`src/rtl/regfile_pkg.sv`:
```
// ==== regfile_pkg : shared constants, state type and PC offset helper -- rev 1.0 ====
`default_nettype none

package regfile_pkg;

  localparam int REG_ZERO = 0;
  localparam int REG_ONE  = 1;

  typedef enum logic [0:0] {
    CLEAR = 1'b0,
    RUN   = 1'b1
  } rf_state_t;

  function automatic int unsigned pc_delta(input int unsigned microops_enabled);
    return (microops_enabled != 0) ? 32'd1 : 32'd2;
  endfunction

endpackage

`default_nettype wire

```
`src/rtl/regfile_sb.sv`:
```
// ==== regfile_sb : per-register busy scoreboard with N_RD clear-bypassed lookups -- rev 1.0 ====
`default_nettype none

module regfile_sb
  import regfile_pkg::*;
#(
  parameter  int NREGS  = 32,
  parameter  int N_RD   = 2,
  parameter  int PC_REG = NREGS - 1,
  localparam int ADDR_W = $clog2(NREGS)
) (
  input  logic                   clk,
  input  logic                   rst,
  input  logic                   set_en,
  input  logic [ADDR_W-1:0]      set_addr,
  input  logic                   clr_a_en,
  input  logic [ADDR_W-1:0]      clr_a_addr,
  input  logic                   clr_b_en,
  input  logic [ADDR_W-1:0]      clr_b_addr,
  input  logic [N_RD*ADDR_W-1:0] lk_addr,
  output logic [N_RD-1:0]        lk_busy
);

  localparam logic [ADDR_W-1:0] A_ZERO = ADDR_W'(REG_ZERO);
  localparam logic [ADDR_W-1:0] A_ONE  = ADDR_W'(REG_ONE);
  localparam logic [ADDR_W-1:0] A_PC   = ADDR_W'(PC_REG);

  logic [NREGS-1:0] busy_q, busy_d;
  logic [NREGS-1:0] clr;
  logic             set_ok;

  assign set_ok = set_en && (set_addr != A_ZERO) && (set_addr != A_ONE) && (set_addr != A_PC);

  // Set is applied after clear so a newly issued producer overrides a retiring one.
  always_comb begin
    clr = '0;
    if (clr_a_en) clr[clr_a_addr] = 1'b1;
    if (clr_b_en) clr[clr_b_addr] = 1'b1;
    busy_d = busy_q & ~clr;
    if (set_ok) busy_d[set_addr] = 1'b1;
  end

  always_ff @(posedge clk or posedge rst) begin
    if (rst) busy_q <= '0;
    else     busy_q <= busy_d;
  end

  for (genvar k = 0; k < N_RD; k++) begin : g_lk
    logic [ADDR_W-1:0] a;
    assign a          = lk_addr[k*ADDR_W +: ADDR_W];
    assign lk_busy[k] = busy_q[a] & ~clr[a];
  end

endmodule

`default_nettype wire

```
`src/rtl/regfile_mp.sv`:
```
// ==== regfile_mp : multi-port register file with forwarding, dual write, scoreboard, clear sweep -- rev 1.0 ====
`default_nettype none

module regfile_mp
  import regfile_pkg::*;
#(
  parameter  int DATA_W           = 32,
  parameter  int NREGS            = 32,
  parameter  int N_RD             = 2,
  parameter  int MICROOPS_ENABLED = 1,
  parameter  int PC_REG           = NREGS - 1,
  localparam int ADDR_W           = $clog2(NREGS)
) (
  input  logic                   clk,
  input  logic                   rst,
  input  logic [DATA_W-1:0]      pc,
  input  logic [N_RD*ADDR_W-1:0] rd_addr,
  output logic [N_RD*DATA_W-1:0] rd_data,
  output logic [N_RD-1:0]        rd_busy,
  input  logic                   wa_we,
  input  logic [ADDR_W-1:0]      wa_addr,
  input  logic [DATA_W-1:0]      wa_data,
  input  logic                   wb_we,
  input  logic [ADDR_W-1:0]      wb_addr,
  input  logic [DATA_W-1:0]      wb_data,
  input  logic                   sb_set,
  input  logic [ADDR_W-1:0]      sb_addr,
  output logic                   init_done,
  input  logic [ADDR_W-1:0]      dbg_addr,
  output logic [DATA_W-1:0]      dbg_data
);

  localparam logic [ADDR_W-1:0] A_ZERO   = ADDR_W'(REG_ZERO);
  localparam logic [ADDR_W-1:0] A_ONE    = ADDR_W'(REG_ONE);
  localparam logic [ADDR_W-1:0] A_PC     = ADDR_W'(PC_REG);
  localparam logic [ADDR_W-1:0] A_LAST   = ADDR_W'(NREGS - 1);
  localparam logic [DATA_W-1:0] PC_DELTA = DATA_W'(pc_delta(MICROOPS_ENABLED));

  rf_state_t         state_q, state_d;
  logic [ADDR_W-1:0] cnt_q, cnt_d;
  logic [DATA_W-1:0] mem_q [NREGS];
  logic [DATA_W-1:0] mem_d [NREGS];
  logic [DATA_W-1:0] dbg_q, dbg_d;
  logic              run;
  logic              wa_en, wb_en, sb_en;
  logic [N_RD-1:0]   lk_busy;

  assign run   = (state_q == RUN);
  assign wa_en = run && wa_we;
  assign wb_en = run && wb_we;
  assign sb_en = run && sb_set;

  always_comb begin
    state_d = state_q;
    cnt_d   = cnt_q;
    if (state_q == CLEAR) begin
      cnt_d = cnt_q + ADDR_W'(1);
      if (cnt_q == A_LAST) state_d = RUN;
    end
  end

  always_ff @(posedge clk or posedge rst) begin
    if (rst) begin
      state_q <= CLEAR;
      cnt_q   <= '0;
    end else begin
      state_q <= state_d;
      cnt_q   <= cnt_d;
    end
  end

  // wb is applied last so it wins a same-address collision with wa.
  always_comb begin
    mem_d = mem_q;
    if (state_q == CLEAR) begin
      mem_d[cnt_q] = '0;
    end else begin
      if (wa_en) mem_d[wa_addr] = wa_data;
      if (wb_en) mem_d[wb_addr] = wb_data;
    end
  end

  // Storage has no reset; the sweep zeroes it before it becomes visible.
  always_ff @(posedge clk) begin
    mem_q <= mem_d;
  end

  assign dbg_d = mem_q[dbg_addr];

  always_ff @(posedge clk or posedge rst) begin
    if (rst) dbg_q <= '0;
    else     dbg_q <= dbg_d;
  end

  assign dbg_data  = dbg_q;
  assign init_done = run;

  regfile_sb #(
    .NREGS  (NREGS),
    .N_RD   (N_RD),
    .PC_REG (PC_REG)
  ) u_sb (
    .clk        (clk),
    .rst        (rst),
    .set_en     (sb_en),
    .set_addr   (sb_addr),
    .clr_a_en   (wa_en),
    .clr_a_addr (wa_addr),
    .clr_b_en   (wb_en),
    .clr_b_addr (wb_addr),
    .lk_addr    (rd_addr),
    .lk_busy    (lk_busy)
  );

  for (genvar k = 0; k < N_RD; k++) begin : g_rd
    logic [ADDR_W-1:0] addr;
    logic [DATA_W-1:0] rd_q, rd_d;
    logic              busy_q, busy_d;

    assign addr   = rd_addr[k*ADDR_W +: ADDR_W];
    assign busy_d = lk_busy[k];

    always_comb begin
      rd_d = '0;
      if (addr == A_ZERO)                 rd_d = '0;
      else if (addr == A_ONE)             rd_d = DATA_W'(1);
      else if (addr == A_PC)              rd_d = pc + PC_DELTA;
      else if (wb_en && wb_addr == addr)  rd_d = wb_data;
      else if (wa_en && wa_addr == addr)  rd_d = wa_data;
      else if (run)                       rd_d = mem_q[addr];
    end

    always_ff @(posedge clk or posedge rst) begin
      if (rst) begin
        rd_q   <= '0;
        busy_q <= 1'b0;
      end else begin
        rd_q   <= rd_d;
        busy_q <= busy_d;
      end
    end

    assign rd_data[k*DATA_W +: DATA_W] = rd_q;
    assign rd_busy[k]                  = busy_q;
  end

endmodule

`default_nettype wire

```
`config.mk`:
```
export PLATFORM = sky130hd
export DESIGN_NAME = regfile_mp
export DESIGN_NICKNAME = d
export VERILOG_FILES = /design/src/rtl/regfile_pkg.sv /design/src/rtl/regfile_sb.sv /design/src/rtl/regfile_mp.sv
export SDC_FILE = /design/constraint.sdc
export NUM_CORES = 2
export LEC_CHECK = 0
export CAP_MARGIN = 40
export CELL_PAD_IN_SITES_DETAIL_PLACEMENT = 1
export CELL_PAD_IN_SITES_GLOBAL_PLACEMENT = 1
export CORE_MARGIN = 2
export CORE_UTILIZATION = 30
export DETAILED_ROUTE_END_ITERATION = 7
export PLACE_DENSITY_LB_ADDON = 0.1
export SETUP_SLACK_MARGIN = 0.15
export SYNTH_ARGS = -nofsm -noshare
export SYNTH_HDL_FRONTEND = slang
export SYNTH_SLANG_ARGS = --single-unit
```
`constraint.sdc`:
```
create_clock -name clk -period 4.75 [get_ports clk]
set_clock_uncertainty 0.2 [all_clocks]
set_input_delay 0.95 -clock clk [delete_from_list [all_inputs] [get_ports clk]]
set_output_delay 0.95 -clock clk [all_outputs]
set_load 0.01 [all_outputs]
```
==> flow_metrics.env <==
export IMPL_core_area_mm2=0.273
export IMPL_port_buffers=229
export IMPL_drive_above_1_share_pct=22.1
export IMPL_cp_required_ns=5.36
export IMPL_fillers=30900
export IMPL_regArea_mm2=0.0239
export IMPL_fp_row_count=192
export IMPL_routed_wl_um=703000
export IMPL_cpPeakStageDelay_ns=0.91
export IMPL_post_cts_buffers=0
export IMPL_grt_antenna_before_repair=139
export IMPL_cp_end_kind="flop"
export IMPL_clk_latency_ns=0.93
export IMPL_crit_path_start_kind="input pin"
export IMPL_syn_to_final_growth_pct=20.5
export IMPL_synth_cell_type_count=92
export IMPL_grt_setup_unrepaired="no"
export IMPL_syn_inst=9341
export IMPL_async_flop_share_pct=11.7
export IMPL_fin_setup_tns_ns=0
export IMPL_tritoncts="built"
export IMPL_hpwl_um=489000
export IMPL_cts_sinks=1160
export IMPL_route_vias_total=97600
export IMPL_cts_hold_buffers=0
export IMPL_powerDensity_mw_per_mm2=384
export IMPL_ys_warn_count=0
export IMPL_wl_per_cell_um=52.9
export IMPL_yosysSeqAreaShare_pct=29.0
export IMPL_post_route_min_period_ns=4.05
export IMPL_multiInputGateArea_mm2=0.0545
export IMPL_p_leak_nw=36.1
export IMPL_cp_cell_sequence="clkdlybuf4s50_1 > xor2_1 > nor4_1 > and3_2 > buf_4 > or4b_1 > and4_1 > nor2_1"
export IMPL_final_antenna_net_count=0
export IMPL_design_area_mm2=0.0992
export IMPL_drc=0
export IMPL_htree_levels=4
export IMPL_dr_pass1_iters=8
export IMPL_drtIter0Drc=16200
export IMPL_nets=9627
export IMPL_cts_resized=0
export IMPL_track_usage_pct=48.9
export IMPL_final_hold_violation_count=0
export IMPL_timing_max_cap_violations=0
export IMPL_layout_common_cells="nand2_1 (1155), a21oi_1 (1122), o21ai_0 (1100)"
export IMPL_hold_path_class="in2reg"
export IMPL_gp_congestion=1.02
export IMPL_cts_clk_slew_worst_paths_ns=0.06
export IMPL_final_setup_viol_count=0
export IMPL_worst_slew_pin_slew_ns=1.12
export IMPL_synth_edff_count=0
export IMPL_numCtsBuffers=169
export IMPL_peakVddDrop_uv=264
export IMPL_die_w_um=528
export IMPL_crit_buf_inv=2
export IMPL_grt_overflow_total=0
export IMPL_clockRootBuffer="clkbuf_16"
export IMPL_crit_type="in2reg"
export IMPL_power_w=0.0381
export IMPL_dpl_cell_area_mm2=0.0936
export IMPL_grt_pass1_wl_um=909000
export IMPL_fmax_mhz=247
export IMPL_outcome="finished, final reports clean"
export IMPL_ioPinCount=230
export IMPL_final_common_cell="nand2_1"
export IMPL_grt_pass1_vias=91400
export IMPL_ys_seq_elements=1160
export IMPL_grt_max_degree=98
export IMPL_worst_ep_arrival_time_ns=4.66
export IMPL_period_share_pct=85.2
export IMPL_die_h_um=528
export IMPL_syn_nets=9478
export IMPL_dieArea_mm2=0.279
export IMPL_clk_path_buf_depth=4
export IMPL_netlist_area_mm2=0.0823
export IMPL_path_max_fanout=30
export IMPL_critPathTopFamily="simple AND/OR/NAND/NOR gates"
export IMPL_start_util_pct=30.1
export IMPL_ys_flop_type="dfxtp_1"
export IMPL_via_per_inst=7.34
export IMPL_maxSlewHeadroom_pct=24.4
export IMPL_synth_avg_cell_area_um2=8.81
export IMPL_crit_path_top_delay_cell="nor4_1"
export IMPL_maxSlewViolCount=0
[final timing paths]
kind / start / endpoint / slack (ns) / depth (start not counted)
max: wb_addr[1] / g_rd[0].rd_q[22] / 0.70 / 8
max reg2reg: init_done / g_rd[0].rd_q[11] / 1.07 / 9
max in group asynchronous: rst / g_rd[1].rd_q[1] / 3.24 / 4
min reg2reg: mem_q[952] / mem_q[952] / 0.30 / 2
min in group asynchronous: rst / init_done / 0.27 / 2
min: dbg_addr[4] / dbg_data[21] / 0.25 / 2
[registers in the layout, summed over array words and instances (netlist names)]
signal,cells
init_done,1
u_sb.busy_q,32
g_rd.rd_q,64
cnt_q,5
g_rd.busy_q,2
mem_q,1024
dbg_data,32
[routing by layer]
metal | vias to the layer above | track usage [%] | part of all wire, %
met5 | - | 0 | 0.056
met3 | 2542 | 21.1 | 15
li1 | 35900 | - | -
met2 | 8784 | 67.5 | 40
met1 | 50300 | 58.4 | 36
met4 | 54 | 39.7 | 9.8
[worst register-to-register path, stage by stage (launching register included)]
cell and delay [ns]:
dfrtp_4 0.71, nand2_1 0.22, buf_4 0.16, nor2_1 0.06, and2_1 0.44, nor3_4 0.77, buf_8 0.28, buf_4 0.25
nand3_1 0.10, a221oi_1 0.36
[metrics by stage]
stage | cells | util (%) | setup WS, ns | hold slack (ns)
4_1_cts | 13200 | 36.2 | 1.05 | 0.221
3_5_place_dp | 12900 | 34.2 | 0.134 | 0.280
5_1_grt | 13200 | 36.2 | 0.924 | 0.212
2_1_floorplan | 9341 | - | 1.31 | 0.253
3_3_place_gp | 12900 | 33.9 | -0.380 | 0.268
6_report | 13300 | 36.3 | 0.702 | 0.247
[cell families after synthesis]
| kind of cell | after synthesis | share of synthesized area, % |
|---|---|---|
| DFF | 1160 | 29.0 |
| AOI/OAI and AO/OA | 3334 | 24.0 |
| adders and majority gates | 6 | 0.0912 |
| buffers and inverters | 1125 | 5.75 |
| and+or+nand+nor | 2251 | 11.8 |
| muxes | 1411 | 28.8 |
| xor gates and xnor gates | 54 | 0.574 |
[where the power goes]
group / switching (W) / total [W] / internal, W
Combinational: 0.00613 / 0.0110 / 0.00487
Sequential: 0.00242 / 0.0140 / 0.0115
Clock: 0.00560 / 0.0131 / 0.00755
Total: 0.0141 / 0.0381 / 0.0240
[synth_stat cells, types with 14 or more instances]
cell type | count | share of area (%)
inv_1 | 19 | 0.087
nand3_1 | 195 | 1.2
dfxtp_1 | 1024 | 25
mux4_2 | 759 | 21
dfrtp_1 | 136 | 4.1
a31oi_1 | 49 | 0.37
nor2_1 | 573 | 2.6
a22oi_1 | 23 | 0.21
xnor2_1 | 24 | 0.26
buf_2 | 199 | 1.2
a21oi_1 | 1145 | 7.0
o21ai_1 | 26 | 0.16
and3_1 | 62 | 0.47
and2_1 | 14 | 0.11
a221oi_1 | 167 | 1.8
clkbuf_1 | 772 | 3.5
or3_1 | 21 | 0.16
nand2b_1 | 53 | 0.40
o211ai_1 | 50 | 0.46
nand2_1 | 1171 | 5.3
buf_1 | 71 | 0.32
mux2_2 | 46 | 0.63
nor3_1 | 29 | 0.18
mux2i_1 | 606 | 7.4
o221ai_1 | 197 | 2.1
o31ai_1 | 29 | 0.26
a22o_1 | 158 | 1.7
nor2b_1 | 18 | 0.14
o22ai_1 | 231 | 1.8
o22a_1 | 28 | 0.30
buf_4 | 52 | 0.47
a211oi_1 | 46 | 0.42
xor2_1 | 30 | 0.32
o21ai_0 | 1115 | 6.8
[area by class of cell]
class / count / area share (%)
clock buffer: 238 / 4.81
sequential: 1160 / 24.1
tap: 3589 / 4.53
timing repair buffer: 1082 / 10.7
clock inverter: 47 / 0.554
inverter: 21 / 0.0908
antenna: 103 / 0.260
multi-input combinational: 7056 / 55.0
(Power assumes the default switching activity.)
